[src/rtl/mem_arbiter.sv]
// mem_arbiter: serialises fetch and load/store accesses onto one RAM; define MEM_ARB_RR_EN for round-robin grant
module mem_arbiter #(
  parameter int ADDR_W  = 8,
  parameter int DATA_W  = 32,
  parameter int TIMEOUT = 15
) (
  input  logic                clk,
  input  logic                rst,
  input  logic                if_req,
  input  logic [ADDR_W-1:0]   if_addr,
  output logic                if_ack,
  output logic [DATA_W-1:0]   if_rdata,
  input  logic                ls_req,
  input  logic                ls_we,
  input  logic [ADDR_W-1:0]   ls_addr,
  input  logic [DATA_W-1:0]   ls_wdata,
  input  logic [DATA_W/8-1:0] ls_mask,
  output logic                ls_ack,
  output logic [DATA_W-1:0]   ls_rdata,
  output logic                err,
  output logic                mem_request,
  output logic                mem_w_en,
  output logic [ADDR_W-1:0]   mem_address,
  output logic [DATA_W-1:0]   mem_wdata,
  output logic [DATA_W/8-1:0] mem_mask,
  input  logic                mem_valid,
  input  logic [DATA_W-1:0]   mem_rdata
);
  localparam int CW = $clog2(TIMEOUT + 1);
  localparam logic [CW-1:0] LAST = CW'(TIMEOUT - 1);
  typedef enum logic [1:0] {IDLE, ISSUE, WAIT, RESP} state_t;
  state_t state;
  logic win_ls;
  logic grant_ls;
  logic [CW-1:0] cnt;
`ifdef MEM_ARB_RR_EN
  logic prio_ls;
  assign grant_ls = ls_req && (!if_req || prio_ls);
  // priority flips to the other port on every grant
  always_ff @(posedge clk) begin
    if (rst) prio_ls <= 1'b1;
    else if (state == IDLE && (if_req || ls_req)) prio_ls <= !grant_ls;
  end
`else
  assign grant_ls = ls_req;
`endif
  // single-transaction FSM with registered RAM and response outputs
  always_ff @(posedge clk) begin
    if (rst) begin
      state       <= IDLE;
      win_ls      <= 1'b0;
      cnt         <= '0;
      if_ack      <= 1'b0;
      ls_ack      <= 1'b0;
      err         <= 1'b0;
      if_rdata    <= '0;
      ls_rdata    <= '0;
      mem_request <= 1'b0;
      mem_w_en    <= 1'b0;
      mem_address <= '0;
      mem_wdata   <= '0;
      mem_mask    <= '0;
    end else begin
      if_ack <= 1'b0;
      ls_ack <= 1'b0;
      err    <= 1'b0;
      case (state)
        IDLE: if (if_req || ls_req) begin
          win_ls      <= grant_ls;
          mem_request <= 1'b1;
          mem_w_en    <= grant_ls && ls_we;
          mem_address <= grant_ls ? ls_addr : if_addr;
          mem_wdata   <= grant_ls ? ls_wdata : '0;
          mem_mask    <= grant_ls ? ls_mask : '1;
          state       <= ISSUE;
        end
        ISSUE: begin
          mem_request <= 1'b0;
          mem_w_en    <= 1'b0;
          cnt         <= '0;
          state       <= WAIT;
        end
        WAIT: if (mem_valid || cnt == LAST) begin
          if_ack <= !win_ls;
          ls_ack <= win_ls;
          err    <= !mem_valid;
          if (win_ls) ls_rdata <= mem_valid ? mem_rdata : '0;
          else if_rdata <= mem_valid ? mem_rdata : '0;
          state  <= RESP;
        end else cnt <= cnt + 1'b1;
        default: state <= IDLE;
      endcase
    end
  end
endmodule
[config.mk]
export PLATFORM = sky130hd
export DESIGN_NAME = mem_arbiter
export DESIGN_NICKNAME = d
export VERILOG_FILES = /design/src/rtl/mem_arbiter.sv
export SDC_FILE = /design/constraint.sdc
export NUM_CORES = 1
export LEC_CHECK = 0
export CORE_ASPECT_RATIO = 1.5
export CORE_UTILIZATION = 43
export CTS_BUF_LIST = sky130_fd_sc_hd__clkbuf_4 sky130_fd_sc_hd__clkbuf_8 sky130_fd_sc_hd__clkbuf_16
export CTS_CLUSTER_SIZE = 25
export DETAILED_ROUTE_END_ITERATION = 8
export PLACE_DENSITY = 0.8
export SYNTH_ARGS = -nofsm -noshare
export SYNTH_HDL_FRONTEND = slang
export SYNTH_SLANG_ARGS = --single-unit
[constraint.sdc]
create_clock -name clk -period 2.1 [get_ports clk]
set_input_delay 0.63 -clock clk [delete_from_list [all_inputs] [get_ports clk]]
set_output_delay 0.63 -clock clk [all_outputs]
set_load 0.02 [all_outputs]
==> results.md <==
- Outcome: finished clean
- Clock Tree Root: clkbuf_16
- CP Max Fanout: 2
- Initial Utilization: 44.4%
- Data required, critical path: 1470 ps
- Layout area overhead: 56.8%
- Most frequent cells in the layout: clkdlybuf4s50_1 (200), a21oi_1 (132), dfxtp_1 (119)
- PD cells: 1100 mW/mm2
- Worst-Margin Slew: 630 ps
- Total power draw: 8.51 mW
- Placed instance area: 0.00711 mm2
- CP Capture Type: output pin
- Vias/cell: 5.58
- Yosys reg bits: 120
- Largest net degree at the start of global routing: 64
- Highest clock rate: 0.494 GHz
- Slowest cell on crit path: clkdlybuf4s50_1
- Leakage: 2.59 nW
- Critical Path End: ls_rdata[31]
- CP Buf/Inv Count: 1
- CP top delay family: buffers and inverters
- Die height: 133 um
- Setup CP Type: flop to output pin
- Register area share after synthesis: 48.9%
- Commonest non-fill, non-tap cell in the layout: clkdlybuf4s50_1
- Reg2reg start: state[0]$_SDFFE_PP0P_
- Final min period: 2030 ps
- Setup Fix Bufs, Post-CTS: 0
- GRT Resource Usage Total: 26.5%
- Clock buffer count from CTS: 17
- Mapped Area: 0.00491 mm2
- Antenna cells: 0
- RSZ-0062 raised after global routing: no
- Final Max Slew Viols: 0
- Worst-Skew Late Latency: 410 ps
- Levels on crit path: 1
- PostCTS Resize Cnt: 0
- CP Cell Sequence: clkdlybuf4s50_1
- Maximum single-stage delay on the critical path: 650 ps
- Routed WL per cell: 16.9 um
- Peak VDD IR: 0.934 mV
- Finished Cell Area: 0.00770 mm2
- CP arrival: 1400 ps
- Multi-input logic area: 0.00219 mm2
- Placed Instances: 873
- Fill cells: 892
- CTS tree: yes
- Gate Count Post-Synth: 560
- Die footprint: 0.0119 mm2
- # setup viols final: 0
- Layout cells sized above 1: 8.19%
- Fin nets: 841
- Iteration-0 DRC Markers: 255
- Syn Area/Cell: 8.77 um2
- CTS clk-pin slew, worst paths: 60 ps
- Startpoint Class: flop
- Number of hold violations in the final report: 0
- Finished Layout Cells: 904
- IO Count: 203
- Clk sink count: 120
- Vias in the first global route: 4984
- Gpl congestion: 0.752
- Syn Nets: 656
- Flop-to-flop setup slack: 300 ps
- First-pass GRT wire length: 24500 um
- Dpl hpwl: 10300 um
- Final ANT Viol Nets: 0
- Unique masters post-synth: 36
- # DRC: 0
- Register area: 0.00240 mm2
- GRT Residual Overflow: 0
- Core region area: 0.0111 mm2
- Worst Reg2Reg Path Length in Cells: 6
- IO buf count: 202
- Top_reg_cell synth: dfxtp_1
- Slew headroom: 58.0%
- # hold bufs at CTS: 0
- Worst R2R End: ls_rdata[22]$_SDFFE_PP0P_
- EDFF count, synth: 0
- Maxcap violations: 0
- Crit path from: ls_rdata[31]$_SDFFE_PP0P_
- Routed wire length: 15300 um
- Depth of the CTS H-tree: 4
- Die width: 89.3 um
- Placement Rows: 47
- Worst min path class: flop to flop
- First-pass DRT Iterations: 5
- Final Skew: 7.67 ps
- Clk buf depth: 2
- Initial antenna violation count: 0
- Vias: 5047
- Syn. warnings: 0
- Post-route clock period utilization: 96.4%
- Synth async-reset ratio: 0%
worst min-delay path by stage:
stage	startpoint	endpoint	slack, ps	depth (start not counted)
6_report	mem_wdata[21]$_SDFFE_PP0P_	mem_wdata[21]$_SDFFE_PP0P_	450	2
5_1_grt	mem_wdata[3]$_SDFFE_PP0P_	mem_wdata[3]$_SDFFE_PP0P_	460	2
4_1_cts	mem_wdata[3]$_SDFFE_PP0P_	mem_wdata[3]$_SDFFE_PP0P_	450	2
3_5_place_dp	mem_wdata[3]$_SDFFE_PP0P_	mem_wdata[3]$_SDFFE_PP0P_	440	2
3_3_place_gp	mem_wdata[22]$_SDFFE_PP0P_	mem_wdata[22]$_SDFFE_PP0P_	440	2
2_1_floorplan	state[1]$_SDFFE_PP0P_	state[1]$_SDFFE_PP0P_	480	2
kinds of logic after synthesis:
kind of cell	synth area share, %
simple gates	12.9
flops	48.9
buf+inv	6.75
mux	2.04
fa+ha+maj	1.53
compound gates	27.9
cell usage after synthesis, drive strengths merged (2+ instances only):
master / number / share of area (%)
nor3: 2 / 0.20
o211ai: 4 / 0.61
ha: 6 / 1.5
nand3b: 4 / 0.61
a311oi: 32 / 5.7
a31oi: 3 / 0.51
nand3: 36 / 3.7
inv: 5 / 0.38
nand2b: 5 / 0.64
mux2i: 10 / 2.0
nor2: 15 / 1.2
or3: 2 / 0.25
clkbuf: 23 / 1.8
o21ai: 5 / 0.51
dfxtp: 120 / 49
a211oi: 42 / 6.4
buf: 35 / 4.6
a21oi: 132 / 13
nand2: 68 / 5.2
metrics by stage:
step           hold WS, ps  setup TNS [ps]  utilization, %  setup slack [ps]
5_1_grt                463               0            69.7              23.4
6_report               449               0            69.7              74.7
4_1_cts                451               0            69.7              51.3
3_3_place_gp           438               0            64.3              32.9
2_1_floorplan          481               0               -               571
3_5_place_dp           443           -88.1            64.3             -27.5
tightest hold or removal path, stage by stage, from the launching register on:
cell,delay [ps]
dfxtp_1,310
nand2_1,50
a21oi_1,50
final cells by class:
cell class	count	share of cell area, %
sequential	120	31.2
timing repair buffer	224	30.1
multi-input combinational	377	28.4
clock buffer	18	5.62
tap	147	2.39
clock inverter	13	2.03
inverter	5	0.244
metal layers:
metal	routed length [um]	up-vias	part of all wire [%]	track usage, %
li1	-	2425	-	-
met1	5650	2355	37	29.8
met2	8120	242	53	46.0
met3	1260	25	8.2	8.36
met4	269	0	1.8	9.35
met5	0	-	0	0
power by group:
group	total, mW	switching (mW)	internal [mW]
clock network	2.89	1.03	1.86
registers	2.74	0.167	2.57
logic	2.88	1.64	1.24
total	8.51	2.84	5.67
flip-flops by register name, indices dropped and copies added (netlist names):
register,flops
cnt,4
ls_ack,1
ls_rdata,32
if_ack,1
mem_wdata,32
win_ls,1
mem_request,1
mem_address,8
mem_mask,4
if_rdata,32
state,2
mem_w_en,1
err,1
Power figures use the tool's default switching activity.
